**src/rtl/lc2k_pkg.sv**
```systemverilog
// Shared LC2K definitions: register file geometry and the index/word types
// used by the register file, decoder and register access controller.
package lc2k_pkg;

    localparam int unsigned DATA_W   = 32;
    localparam int unsigned NUM_REGS = 8;
    localparam int unsigned ADDR_W   = $clog2(NUM_REGS);

    typedef logic [ADDR_W-1:0] reg_idx_t;
    typedef logic [DATA_W-1:0] word_t;

    localparam reg_idx_t REG_ZERO = 3'd0;

    function automatic logic is_zero_reg(input reg_idx_t idx);
        return idx == REG_ZERO;
    endfunction

endpackage

```
**src/rtl/reg_scoreboard.sv**
```systemverilog
// Pending-destination scoreboard: one busy bit per architectural register.
// A set and a clear of the same index in one cycle leaves the bit set.
module reg_scoreboard
    import lc2k_pkg::*;
(
    input  logic                clk,
    input  logic                rst_n,
    input  logic                set_en,
    input  reg_idx_t            set_idx,
    input  logic                clr_en,
    input  reg_idx_t            clr_idx,
    output logic [NUM_REGS-1:0] busy
);

    logic [NUM_REGS-1:0] busy_q;
    logic [NUM_REGS-1:0] busy_d;

    always_comb begin
        busy_d = busy_q;
        if (clr_en) begin
            busy_d[clr_idx] = 1'b0;
        end
        if (set_en) begin
            busy_d[set_idx] = 1'b1;
        end
    end

    always_ff @(posedge clk or negedge rst_n) begin
        if (!rst_n) begin
            busy_q <= '0;
        end else begin
            busy_q <= busy_d;
        end
    end

    assign busy = busy_q;

endmodule

```
**src/rtl/reg_access_ctrl.sv**
```systemverilog
// LC2K register access controller: issues decoded instructions, reads operands,
// forwards writebacks to the register file and stalls on RAW/WAW hazards.
module reg_access_ctrl
    import lc2k_pkg::*;
#(
    parameter int unsigned STALL_W = 16
) (
    input  logic               clk,
    input  logic               rst_n,
    input  logic               iss_valid,
    output logic               iss_ready,
    input  reg_idx_t           iss_regA,
    input  reg_idx_t           iss_regB,
    input  reg_idx_t           iss_dest,
    input  logic               iss_dest_en,
    output reg_idx_t           rf_read_regA,
    output reg_idx_t           rf_read_regB,
    input  word_t              rf_valA,
    input  word_t              rf_valB,
    output reg_idx_t           rf_write_reg,
    output word_t              rf_write_value,
    output logic               rf_write_en,
    input  logic               wb_valid,
    input  reg_idx_t           wb_reg,
    input  word_t              wb_value,
    output logic               op_valid,
    input  logic               op_ready,
    output word_t              op_valA,
    output word_t              op_valB,
    output reg_idx_t           op_dest,
    output logic               op_dest_en,
    output logic               wb_err,
    output logic [STALL_W-1:0] stall_cnt
);

    logic [NUM_REGS-1:0] busy;
    logic                wb_hit_a, wb_hit_b, wb_hit_d;
    logic                raw_a, raw_b, waw;
    logic                issue, sb_set, sb_clr;

    logic               op_valid_q, op_valid_d;
    word_t              op_val_a_q, op_val_a_d;
    word_t              op_val_b_q, op_val_b_d;
    reg_idx_t           op_dest_q, op_dest_d;
    logic               op_dest_en_q, op_dest_en_d;
    logic               wb_err_q, wb_err_d;
    logic [STALL_W-1:0] stall_q, stall_d;

    assign rf_read_regA   = iss_regA;
    assign rf_read_regB   = iss_regB;
    assign rf_write_reg   = wb_reg;
    assign rf_write_value = wb_value;
    assign rf_write_en    = sb_clr;

    // A writeback landing this cycle resolves the hazard on its register.
    assign wb_hit_a = wb_valid && (wb_reg == iss_regA);
    assign wb_hit_b = wb_valid && (wb_reg == iss_regB);
    assign wb_hit_d = wb_valid && (wb_reg == iss_dest);

    assign raw_a = !is_zero_reg(iss_regA) && busy[iss_regA] && !wb_hit_a;
    assign raw_b = !is_zero_reg(iss_regB) && busy[iss_regB] && !wb_hit_b;
    assign waw   = iss_dest_en && !is_zero_reg(iss_dest) && busy[iss_dest] && !wb_hit_d;

    assign iss_ready = !raw_a && !raw_b && !waw && (!op_valid_q || op_ready);
    assign issue     = iss_valid && iss_ready;
    assign sb_set    = issue && iss_dest_en && !is_zero_reg(iss_dest);
    assign sb_clr    = wb_valid && !is_zero_reg(wb_reg);

    reg_scoreboard u_scoreboard (
        .clk     (clk),
        .rst_n   (rst_n),
        .set_en  (sb_set),
        .set_idx (iss_dest),
        .clr_en  (sb_clr),
        .clr_idx (wb_reg),
        .busy    (busy)
    );

    always_comb begin
        op_valid_d   = op_valid_q;
        op_val_a_d   = op_val_a_q;
        op_val_b_d   = op_val_b_q;
        op_dest_d    = op_dest_q;
        op_dest_en_d = op_dest_en_q;
        wb_err_d     = wb_err_q;
        stall_d      = stall_q;

        if (issue) begin
            op_valid_d   = 1'b1;
            op_dest_d    = iss_dest;
            op_dest_en_d = iss_dest_en;
            if (is_zero_reg(iss_regA)) begin
                op_val_a_d = '0;
            end else if (wb_hit_a) begin
                op_val_a_d = wb_value;
            end else begin
                op_val_a_d = rf_valA;
            end
            if (is_zero_reg(iss_regB)) begin
                op_val_b_d = '0;
            end else if (wb_hit_b) begin
                op_val_b_d = wb_value;
            end else begin
                op_val_b_d = rf_valB;
            end
        end else if (op_valid_q && op_ready) begin
            op_valid_d = 1'b0;
        end

        if (sb_clr && !busy[wb_reg]) begin
            wb_err_d = 1'b1;
        end

        if (iss_valid && !iss_ready && (stall_q != '1)) begin
            stall_d = stall_q + STALL_W'(1);
        end
    end

    always_ff @(posedge clk or negedge rst_n) begin
        if (!rst_n) begin
            op_valid_q   <= 1'b0;
            op_val_a_q   <= '0;
            op_val_b_q   <= '0;
            op_dest_q    <= REG_ZERO;
            op_dest_en_q <= 1'b0;
            wb_err_q     <= 1'b0;
            stall_q      <= '0;
        end else begin
            op_valid_q   <= op_valid_d;
            op_val_a_q   <= op_val_a_d;
            op_val_b_q   <= op_val_b_d;
            op_dest_q    <= op_dest_d;
            op_dest_en_q <= op_dest_en_d;
            wb_err_q     <= wb_err_d;
            stall_q      <= stall_d;
        end
    end

    assign op_valid   = op_valid_q;
    assign op_valA    = op_val_a_q;
    assign op_valB    = op_val_b_q;
    assign op_dest    = op_dest_q;
    assign op_dest_en = op_dest_en_q;
    assign wb_err     = wb_err_q;
    assign stall_cnt  = stall_q;

endmodule

```
**config.mk**
```make
export PLATFORM = sky130hd
export DESIGN_NAME = reg_access_ctrl
export DESIGN_NICKNAME = d
export VERILOG_FILES = /design/src/rtl/lc2k_pkg.sv /design/src/rtl/reg_scoreboard.sv /design/src/rtl/reg_access_ctrl.sv
export SDC_FILE = /design/constraint.sdc
export NUM_CORES = 1
export LEC_CHECK = 0
export ABC_AREA = 1
export BUFFER_PORTS_ARGS = -buffer_cell sky130_fd_sc_hd__buf_4
export CORE_UTILIZATION = 43
export DETAILED_ROUTE_END_ITERATION = 12
export PLACE_DENSITY = 0.82
export SYNTH_ARGS = -nofsm -noshare
export SYNTH_HDL_FRONTEND = slang
export SYNTH_SLANG_ARGS = --single-unit
```
**constraint.sdc**
```tcl
create_clock -name clk -period 2.5 [get_ports clk]
set_input_delay 0.25 -clock clk [delete_from_list [all_inputs] [get_ports clk]]
set_output_delay 0.25 -clock clk [all_outputs]
set_load 0.03 [all_outputs]
```
==> run_results.csv, run 1 <==
group,metric,value,unit
outcome,status,"complete, no violations",
final_layout,area_growth_syn_to_layout,36.7,%
min_path,min_to,"op_valid$_DFFE_PN0P_",
place,place_hpwl,12400,um
power,leakagePower,4.09,nW
setup_path,rr_worst_depth,8,
setup_path,r2r_slack,0.52,ns
floorplanning,core_area,12600,sq um
floorplanning,die_area,13300,sq um
power,ir_worst_vdd,0.633,mV
clock_network,cts_tree,"done",
power,power.total,0.00679,W
clock_network,clockRootBuffer,"clkbuf_16",
yosys,synth.avg_cell_area,6.98,sq um
sta,setup_tns,0,ns
sta,grt_setup_unrepaired,"false",
global_routing,grt-ovfl-total,0,
yosys,yosysSeqAreaShare,42.1,%
setup_path,crit_top_cell,"nand2_1",
floorplanning,io_pins,243,
min_path,worstHoldPathType,"primary input to flop",
setup_path,critPathMaxFanout,5,
sta,max_freq,496,MHz
clock_network,cts_made_buffers,9,
sta,skew,0.00918,ns
setup_path,worstPathCellList,"or2_0, nand2_1, nand2_1, nand3_1, nand2_1, nor2_1, buf_4",
floorplanning,die_h,115,um
final_layout,insertedDiodeCount,0,
clock_network,cts_resized,0,
place,io_buffers,242,
sta,maxSlewViolCount,0,
place,dp_slack,0.508,ns
global_routing,grt_pass1_wl,25900,um
yosys,ys.flop_type,"dfrtp_1",
clock_network,cts_setup_buffers,0,
sta,relSlewSlack,62.3,%
drt,first_iter_violations,466,
drt,routed_via_density,4.99,
floorplanning,die_w,115,um
run,cap_violations,0,
setup_path,crit_path_end_kind,"output port",
min_path,worstHoldPathCells,4,
setup_path,cp_data_arrival_time,1.77,ns
setup_path,r2r-start,"stall_cnt[0]$_DFFE_PN0P_",
final_layout,final_cells,1154,
drt,routedWlPerCell,14.7,um
clock_network,clock-sinks,93,
final_layout,nFillCells,1175,
sta,worstMarginPinSlew,0.566,ns
yosys,synth_edf_count,0,
global_routing,grt.total_usage,25.3,%
setup_path,cpPeakStageDelay,0.44,ns
yosys,ys_ff_latch,93,
setup_path,crit_buf_inv,1,
yosys,yosysWarnings,0,
yosys,synth_fp_nets,907,
yosys,synth-async-reset-ratio,100,%
place,place_inst,1137,
setup_path,cp_top_family,"simple AND/OR/NAND/NOR gates",
final_layout,drive_gt1_share,29.1,%
drt,ant_nets,0,
global_routing,grt_pass1_vias,5213,
sta,setup_ws,0.483,ns
yosys,synthDistinctLibCells,29,
sta,hold_violations,0,
sta,finalSetupViolCount,0,
sta,finalCritPeriodShare,80.7,%
drt,firstDrtPassIters,5,
setup_path,start_kind,"flop",
clock_network,cts-htree-levels,3,
setup_path,critPathSlowestCell,"dfrtp_1",
global_routing,antenna_found_initial,0,
clock_network,ctsHoldBuffers,1,
min_path,hp-start,"op_ready",
place,gp_congestion,0.876,
final_layout,fin_util,60.1,%
sta,fin_crit,2.02,ns
yosys,syn_area,5530,sq um
drt,remaining_drc_errors,0,
floorplanning,rows,41,
clock_network,cts_max_path_buffers,2,
final_layout,nets,1092,
global_routing,grt_max_degree,68,
floorplanning,start_util,44.0,%
yosys,netlist_instances,792,
power,powerDensity,898,nW/um^2
drt,wirelength,16900,um
setup_path,worst-setup-path-type,"flop to output port",
setup_path,reg2reg_to,"stall_cnt[0]$_DFFE_PN0P_",
setup_path,critPathRequiredTime,2.25,ns
clock_network,path_clk_slew,0.07,ns
clock_network,clk_latency,0.35,ns
drt,vias,5762,
-- kinds of logic (layout without fill, tap and decap cells) --
logic type	count (synthesis)	in the layout	share of synthesized area [%]
DFF	93	93	42.1
xor gates and xnor gates	10	10	1.58
buffers and inverters	156	346	14.3
AOI/OAI and AO/OA	156	156	14.8
adders and majority gates	1	1	0.226
and+or+nand+nor	376	376	27.0
-- Yosys cell counts, drive strengths merged, types with 2 or more instances --
| master | n | area [sq um] |
|---|---|---|
| nand2 | 307 | 1150 |
| dfrtp | 93 | 2330 |
| o21ai | 85 | 444 |
| inv | 72 | 270 |
| a21oi | 66 | 330 |
| buf | 61 | 435 |
| nand3 | 25 | 125 |
| nor2 | 24 | 90.1 |
| clkbuf | 22 | 82.6 |
| nor3 | 10 | 61.3 |
| xor2 | 10 | 87.6 |
| nand4 | 6 | 37.5 |
| nor4 | 2 | 12.5 |
-- area by class of cell --
type                            instances  area, sq um  share of cell area [%]
Sequential cell                        93         2330                    30.8
Timing Repair Buffer                  257         1970                    26.1
Tap cell                              172          215                    2.85
Clock buffer                           11          243                    3.21
Clock inverter                          5          108                    1.42
Inverter                               73          275                    3.64
Multi-Input combinational cell        543         2420                    32.0
-- metal layers --
layer	routed length (um)	global-route usage [%]
met1	7070	32.7
met2	8010	40.6
met3	1310	5.32
met4	541	12.1
met5	0	0
-- how the worst max path moves through the flow --
stage                     depth (start not counted)                      startpoint                         to  slack, ns
final                                             7  u_scoreboard.busy[3]$_DFF_PN0_                  iss_ready       0.48
after global routing                              9        stall_cnt[0]$_DFFE_PN0P_  stall_cnt[10]$_DFFE_PN0P_       0.21
after CTS                                         7  u_scoreboard.busy[3]$_DFF_PN0_                  iss_ready       0.48
after detailed placement                          8        stall_cnt[0]$_DFFE_PN0P_   stall_cnt[9]$_DFFE_PN0P_       0.51
after global placement                           13                       wb_reg[2]     op_dest[1]$_DFFE_PN0P_       0.58
after floorplan                                   8        stall_cnt[0]$_DFFE_PN0P_   stall_cnt[0]$_DFFE_PN0P_       0.39
-- worst reg2reg max path, delay by kind of cell, from the launching register on --
kind,cells,cell delay [ns]
flops,1,0.44
simple gates,4,0.55
compound gates,1,0.26
buf+inv,1,0.22
xor+xnor,1,0.17
fa+ha+maj,1,0.22
-- state kept, by name, summed over array words and instances, names as in the netlist --
name	flops
op_dest	3
op_dest_en	1
op_valA	32
op_valB	32
op_valid	1
stall_cnt	16
u_scoreboard.busy	7
wb_err	1
-- placed cells by master (no fill, tap or decap), drive strengths merged, types with 2 or more instances in the layout --
cell type / Yosys / layout
nor2: 24 / 24
nor3: 10 / 10
clkinv: 1 / 4
nor4: 2 / 2
o21ai: 85 / 85
bufinv: 0 / 3
dfrtp: 93 / 93
buf: 61 / 256
nand2: 307 / 307
clkbuf: 22 / 11
nand3: 25 / 25
xor2: 10 / 10
nand4: 6 / 6
a21oi: 66 / 66
inv: 72 / 71
-- through the flow --
step,cell area (sq um),hold slack (ns)
after floorplan,5530,-0.0456
after global placement,7200,0.157
after detailed placement,7200,0.156
after CTS,7560,0.161
after global routing,7560,0.207
final,7560,0.178
-- report_power, final --
part | total, W | switching (W) | internal, W
clock | 0.00160 | 0.000593 | 0.00101
combinational | 0.00292 | 0.00186 | 0.00105
sequential | 0.00227 | 0.000313 | 0.00196
No activity file was read; power rests on OpenSTA's default activity.
==> inputs of run 2 (changes only) <==
==> constraint.sdc (replaced) <==
create_clock -name clk -period 2 [get_ports clk]
set_input_delay 0.2 -clock clk [delete_from_list [all_inputs] [get_ports clk]]
set_output_delay 0.2 -clock clk [all_outputs]
set_load 0.03 [all_outputs]
==> run 2 against run 1 <==
  * Sequential power is 25% higher
  * Wire length is 0.71% lower
  * Sequential share of layout area is 0.14 points lower
  * Global-route usage is 0.37 points lower
  * Utilization is 0.35 points higher
  * Clock-buffer cell count is 2 higher
  * Setup slack worse by 0.41 ns
  * Cell area is 0.58% higher
  * Total power is 24% higher
  * First-iteration DRC count is 6.4% lower
==> run_results.csv, run 2 (same netlist as run 1, synthesis figures left out) <==
group,metric,value,unit
outcome,status,"complete, no violations",
sta,hold_violations,0,
sta,fin_crit,1.93,ns
power,ir_worst_vdd,0.777,mV
setup_path,crit_path_end_kind,"output port",
global_routing,grt_pass1_vias,5064,
sta,finalSetupViolCount,0,
floorplanning,die_area,13300,sq um
clock_network,clock-sinks,93,
floorplanning,io_pins,243,
power,powerDensity,1100,nW/um^2
final_layout,area_growth_syn_to_layout,37.5,%
floorplanning,die_w,115,um
place,gp_congestion,0.901,
drt,ant_nets,0,
setup_path,cp-startpoint,"u_scoreboard.busy[3]$_DFF_PN0_",
sta,grt_setup_unrepaired,"true",
final_layout,nets,1097,
setup_path,r2r-start,"u_scoreboard.busy[3]$_DFF_PN0_",
global_routing,grt.total_usage,25.0,%
setup_path,worst-setup-path-type,"flop to output port",
setup_path,critPathRequiredTime,1.80,ns
min_path,hp-start,"op_ready",
clock_network,cts_made_buffers,9,
final_layout,drive_gt1_share,30.0,%
clock_network,cts_tree,"done",
run,cap_violations,0,
final_layout,nFillCells,1144,
global_routing,grt_max_degree,65,
drt,topRoutingLayerUsed,"met4",
drt,dr_wl_met3,1350,um
clock_network,cts_max_path_buffers,2,
global_routing,grt-ovfl-total,0,
final_layout,final_cell_mix,"nand2_1, buf_4, dfrtp_1",
drt,routed-wl-met2,8050,um
sta,setup_ws,0.0690,ns
setup_path,start_kind,"flop",
power,power.total,0.00840,W
sta,maxSlewViolCount,0,
global_routing,antenna_found_initial,0,
floorplanning,core_area,12600,sq um
final_layout,layout_commonest_cell,"nand2_1",
place,place_hpwl,12300,um
drt,remaining_drc_errors,0,
drt,routedWlPerCell,14.5,um
floorplanning,start_util,44.0,%
clock_network,cts-htree-levels,3,
power,leakagePower,4.10,nW
drt,routed_via_density,4.94,
place,io_buffers,242,
drt,vias,5722,
sta,relSlewSlack,60.8,%
drt,wirelength,16800,um
global_routing,grt_pass1_wl,25600,um
sta,worstMarginPinSlew,0.589,ns
min_path,worstHoldPathType,"primary input to flop",
setup_path,cp_data_arrival_time,1.73,ns
drt,m1WireLength,7000,um
place,dp_slack,0.125,ns
floorplanning,rows,41,
sta,finalCritPeriodShare,96.5,%
drt,first_iter_violations,436,
setup_path,critPathMaxFanout,5,
floorplanning,die_h,115,um
sta,skew,0.00956,ns
sta,max_freq,518,MHz
final_layout,insertedDiodeCount,0,
clock_network,path_clk_slew,0.06,ns
drt,firstDrtPassIters,5,
clock_network,clk_latency,0.34,ns
clock_network,clockRootBuffer,"clkbuf_16",
run 2: path summary, 6_finish.rpt:
check	endpoint	slack [ns]	cells past startpoint
max in group asynchronous	op_dest_en$_DFFE_PN0P_	1.11	3
worst max register to register	u_scoreboard.busy[1]$_DFF_PN0_	0.16	9
worst max-delay path	iss_ready	0.07	8
worst min register to register	op_valB[11]$_DFFE_PN0P_	0.47	2
min in group asynchronous	stall_cnt[0]$_DFFE_PN0P_	0.21	2
worst min-delay path	op_valid$_DFFE_PN0P_	0.15	4
run 2: critical path: stages (launching register included):
cell	delay [ns]
dfrtp_1	0.41
or2_0	0.24
nand2_1	0.06
nand2_1	0.05
nand3_1	0.08
nand2_1	0.12
nor2_2	0.15
buf_4	0.14
buf_4	0.15
run 2: what timing repair did:
action	CTS	global route
hold buffers	1	0
endpoints found under the hold margin	59	0
setup buffers	0	3
setup endpoints to repair	0	21
resized for setup	0	5
run 2: area by class of cell:
class	instances	area (sq um)	share of cell area, %
multi-input cells	543	2430	32.0
flip-flops and latches	93	2330	30.6
repair buffers	262	2030	26.7
inverters	73	275	3.62
clock buffers	13	250	3.29
well taps	172	215	2.83
clock inverters	3	68.8	0.905
run 2: through the flow:
stage                     std cells  util (%)  hold slack (ns)  setup TNS, ns  area (sq um)
after floorplan                 792         -          -0.0956              0          5530
after global routing           1159      60.5            0.144        -0.0601          7600
after global placement         1139      57.6           0.0321              0          7240
final                          1159      60.5            0.148              0          7600
after detailed placement       1139      57.6           0.0319              0          7240
after CTS                      1156      60.2            0.118              0          7570
run 2: power by group:
group	internal, W	switching [W]	leakage [nW]
clock network	0.00113	0.000721	0.154
registers	0.00245	0.000377	1.18
logic	0.00136	0.00236	2.77
run 2: routing by layer:
metal	track usage, %	up-vias
li1	-	2844
met1	32.3	2591
met2	40.8	255
met3	5.22	32
met4	9.87	0
met5	0	-
==> inputs of run 3 (changes only) <==
--- a/config.mk
+++ b/config.mk
@@ -7,9 +7,10 @@
 export LEC_CHECK = 0
 export ABC_AREA = 1
 export BUFFER_PORTS_ARGS = -buffer_cell sky130_fd_sc_hd__buf_4
-export CORE_UTILIZATION = 43
+export CORE_ASPECT_RATIO = 1.2
+export CORE_UTILIZATION = 40
 export DETAILED_ROUTE_END_ITERATION = 12
-export PLACE_DENSITY = 0.82
+export PLACE_DENSITY = 0.77
 export SYNTH_ARGS = -nofsm -noshare
 export SYNTH_HDL_FRONTEND = slang
 export SYNTH_SLANG_ARGS = --single-unit
==> constraint.sdc (replaced) <==
create_clock -name clk -period 2.4 [get_ports clk]
set_input_delay 0.24 -clock clk [delete_from_list [all_inputs] [get_ports clk]]
set_output_delay 0.24 -clock clk [all_outputs]
set_load 0.03 [all_outputs]
==> run 3 against run 2 <==
  * Cell area shrank 1.3%
  * Clock-buffer cell count down 2
  * Via count decreased by 1.8%
  * Combinational power down 19%
  * First-iteration DRC count fell by 38%
  * Register-to-register slack improved by 0.29 ns
  * Sequential power is 17% lower
  * Critical endpoint unchanged
==> run_results.csv, run 3 (same netlist as run 1, synthesis figures left out) <==
group,metric,value,unit
outcome,status,"complete, no violations",
setup_path,cp-startpoint,"u_scoreboard.busy[3]$_DFF_PN0_",
sta,relSlewSlack,61.9,%
sta,holdWs,0.162,ns
drt,first_iter_violations,269,
sta,finalCritPeriodShare,82.3,%
clock_network,cts-htree-levels,3,
sta,hold_violations,0,
clock_network,clock-sinks,93,
floorplanning,die_area,14300,sq um
clock_network,path_clk_slew,0.06,ns
drt,routedWlPerCell,14.5,um
final_layout,layout_commonest_cell,"nand2_1",
setup_path,critPathRequiredTime,2.16,ns
floorplanning,io_pins,243,
setup_path,r2r_slack,0.45,ns
sta,finalSetupViolCount,0,
setup_path,critPathMaxFanout,5,
sta,worstMarginPinSlew,0.572,ns
floorplanning,core_area,13400,sq um
power,leakagePower,4.06,nW
floorplanning,die_h,131,um
sta,setup_tns,0,ns
final_layout,nFillCells,1327,
clock_network,clockRootBuffer,"clkbuf_16",
drt,remaining_drc_errors,0,
final_layout,regArea,2330,sq um
final_layout,multiInputGateArea,2420,sq um
place,place_hpwl,12100,um
setup_path,cp-endpoint,"iss_ready",
power,powerDensity,914,nW/um^2
clock_network,cts_made_buffers,9,
min_path,worstHoldPathCells,4,
min_path,worstHoldPathType,"primary input to flop",
global_routing,grt_max_degree,65,
setup_path,r2r-start,"stall_cnt[0]$_DFFE_PN0P_",
setup_path,rr_worst_depth,9,
drt,routed_via_density,4.89,
run,cap_violations,0,
place,io_buffers,242,
final_layout,final_cell_mix,"nand2_1, buf_4, dfrtp_1",
sta,skew,0.00875,ns
clock_network,cts_resized,0,
global_routing,antenna_found_initial,0,
clock_network,ctsHoldBuffers,1,
drt,wirelength,16700,um
global_routing,grt-ovfl-total,0,
setup_path,start_kind,"flop",
final_layout,area_growth_syn_to_layout,35.8,%
sta,max_freq,506,MHz
global_routing,grt.total_usage,23.1,%
place,gp_congestion,0.879,
final_layout,nets,1092,
floorplanning,die_w,109,um
floorplanning,rows,46,
drt,vias,5618,
sta,maxSlewViolCount,0,
sta,grt_setup_unrepaired,"false",
sta,fin_crit,1.98,ns
clock_network,cts_tree,"done",
drt,ant_nets,0,
floorplanning,start_util,41.4,%
final_layout,drive_gt1_share,29.1,%
final_layout,insertedDiodeCount,0,
drt,firstDrtPassIters,5,
clock_network,cts_max_path_buffers,2,
clock_network,clk_latency,0.34,ns
setup_path,cp_data_arrival_time,1.74,ns
power,ir_worst_vdd,0.562,mV
global_routing,grt_pass1_wl,25400,um
global_routing,grt_pass1_vias,5014,
setup_path,crit_path_end_kind,"output port",
setup_path,reg2reg_to,"stall_cnt[13]$_DFFE_PN0P_",
setup_path,worst-setup-path-type,"flop to output port",
clock_network,cts_setup_buffers,0,
## run 3: layer usage
| metal | part of all wire (%) | GRT usage (%) |
|---|---|---|
| met2 | 50 | 40.6 |
| met5 | 0 | 0 |
| met3 | 7.8 | 4.66 |
| met1 | 41 | 28.5 |
| met4 | 1.3 | 6.59 |
## run 3: layout make-up
type / instances / area share [%]
tap: 168 / 2.80
inverter: 73 / 3.67
timing repair buffer: 257 / 26.2
sequential: 93 / 31.0
multi-input combinational: 543 / 32.3
clock inverter: 5 / 0.784
clock buffer: 11 / 3.23
## run 3: where the power goes
part	leakage (nW)	internal (W)	switching [W]
clock network	0.142	0.000839	0.000628
logic	2.74	0.00110	0.00193
registers	1.18	0.00204	0.000326
total	4.06	0.00398	0.00288
## run 3: worst max-delay path, stage by stage, from the launching register on
cell and delay [ns]:
dfrtp_1 0.43, or2_0 0.24, nand2_1 0.06, nand2_1 0.05
nand3_1 0.07, nand2_1 0.12, nor2_1 0.23, buf_4 0.21
## run 3: how the worst min path moves through the flow
| stage | start | to |
|---|---|---|
| 6_report | op_ready | op_valid$_DFFE_PN0P_ |
| 5_1_grt | op_ready | op_valid$_DFFE_PN0P_ |
| 4_1_cts | op_ready | op_valid$_DFFE_PN0P_ |
| 3_5_place_dp | rst_n | op_valB[22]$_DFFE_PN0P_ |
| 3_3_place_gp | rst_n | op_valB[22]$_DFFE_PN0P_ |
| 2_1_floorplan | rst_n | op_dest[0]$_DFFE_PN0P_ |
## run 3: per-stage QoR
step                      worst slack [ns]  cell area [sq um]  std cells  power [W]  util [%]
after CTS                            0.384               7500       1150    0.00691      56.2
after global routing                 0.175               7500       1150    0.00725      56.2
after detailed placement             0.442               7190       1133    0.00543      53.9
final                                0.425               7500       1150    0.00686      56.2
after global placement               0.466               7190       1133    0.00538      53.9
after floorplan                      0.293               5530        792    0.00419         -
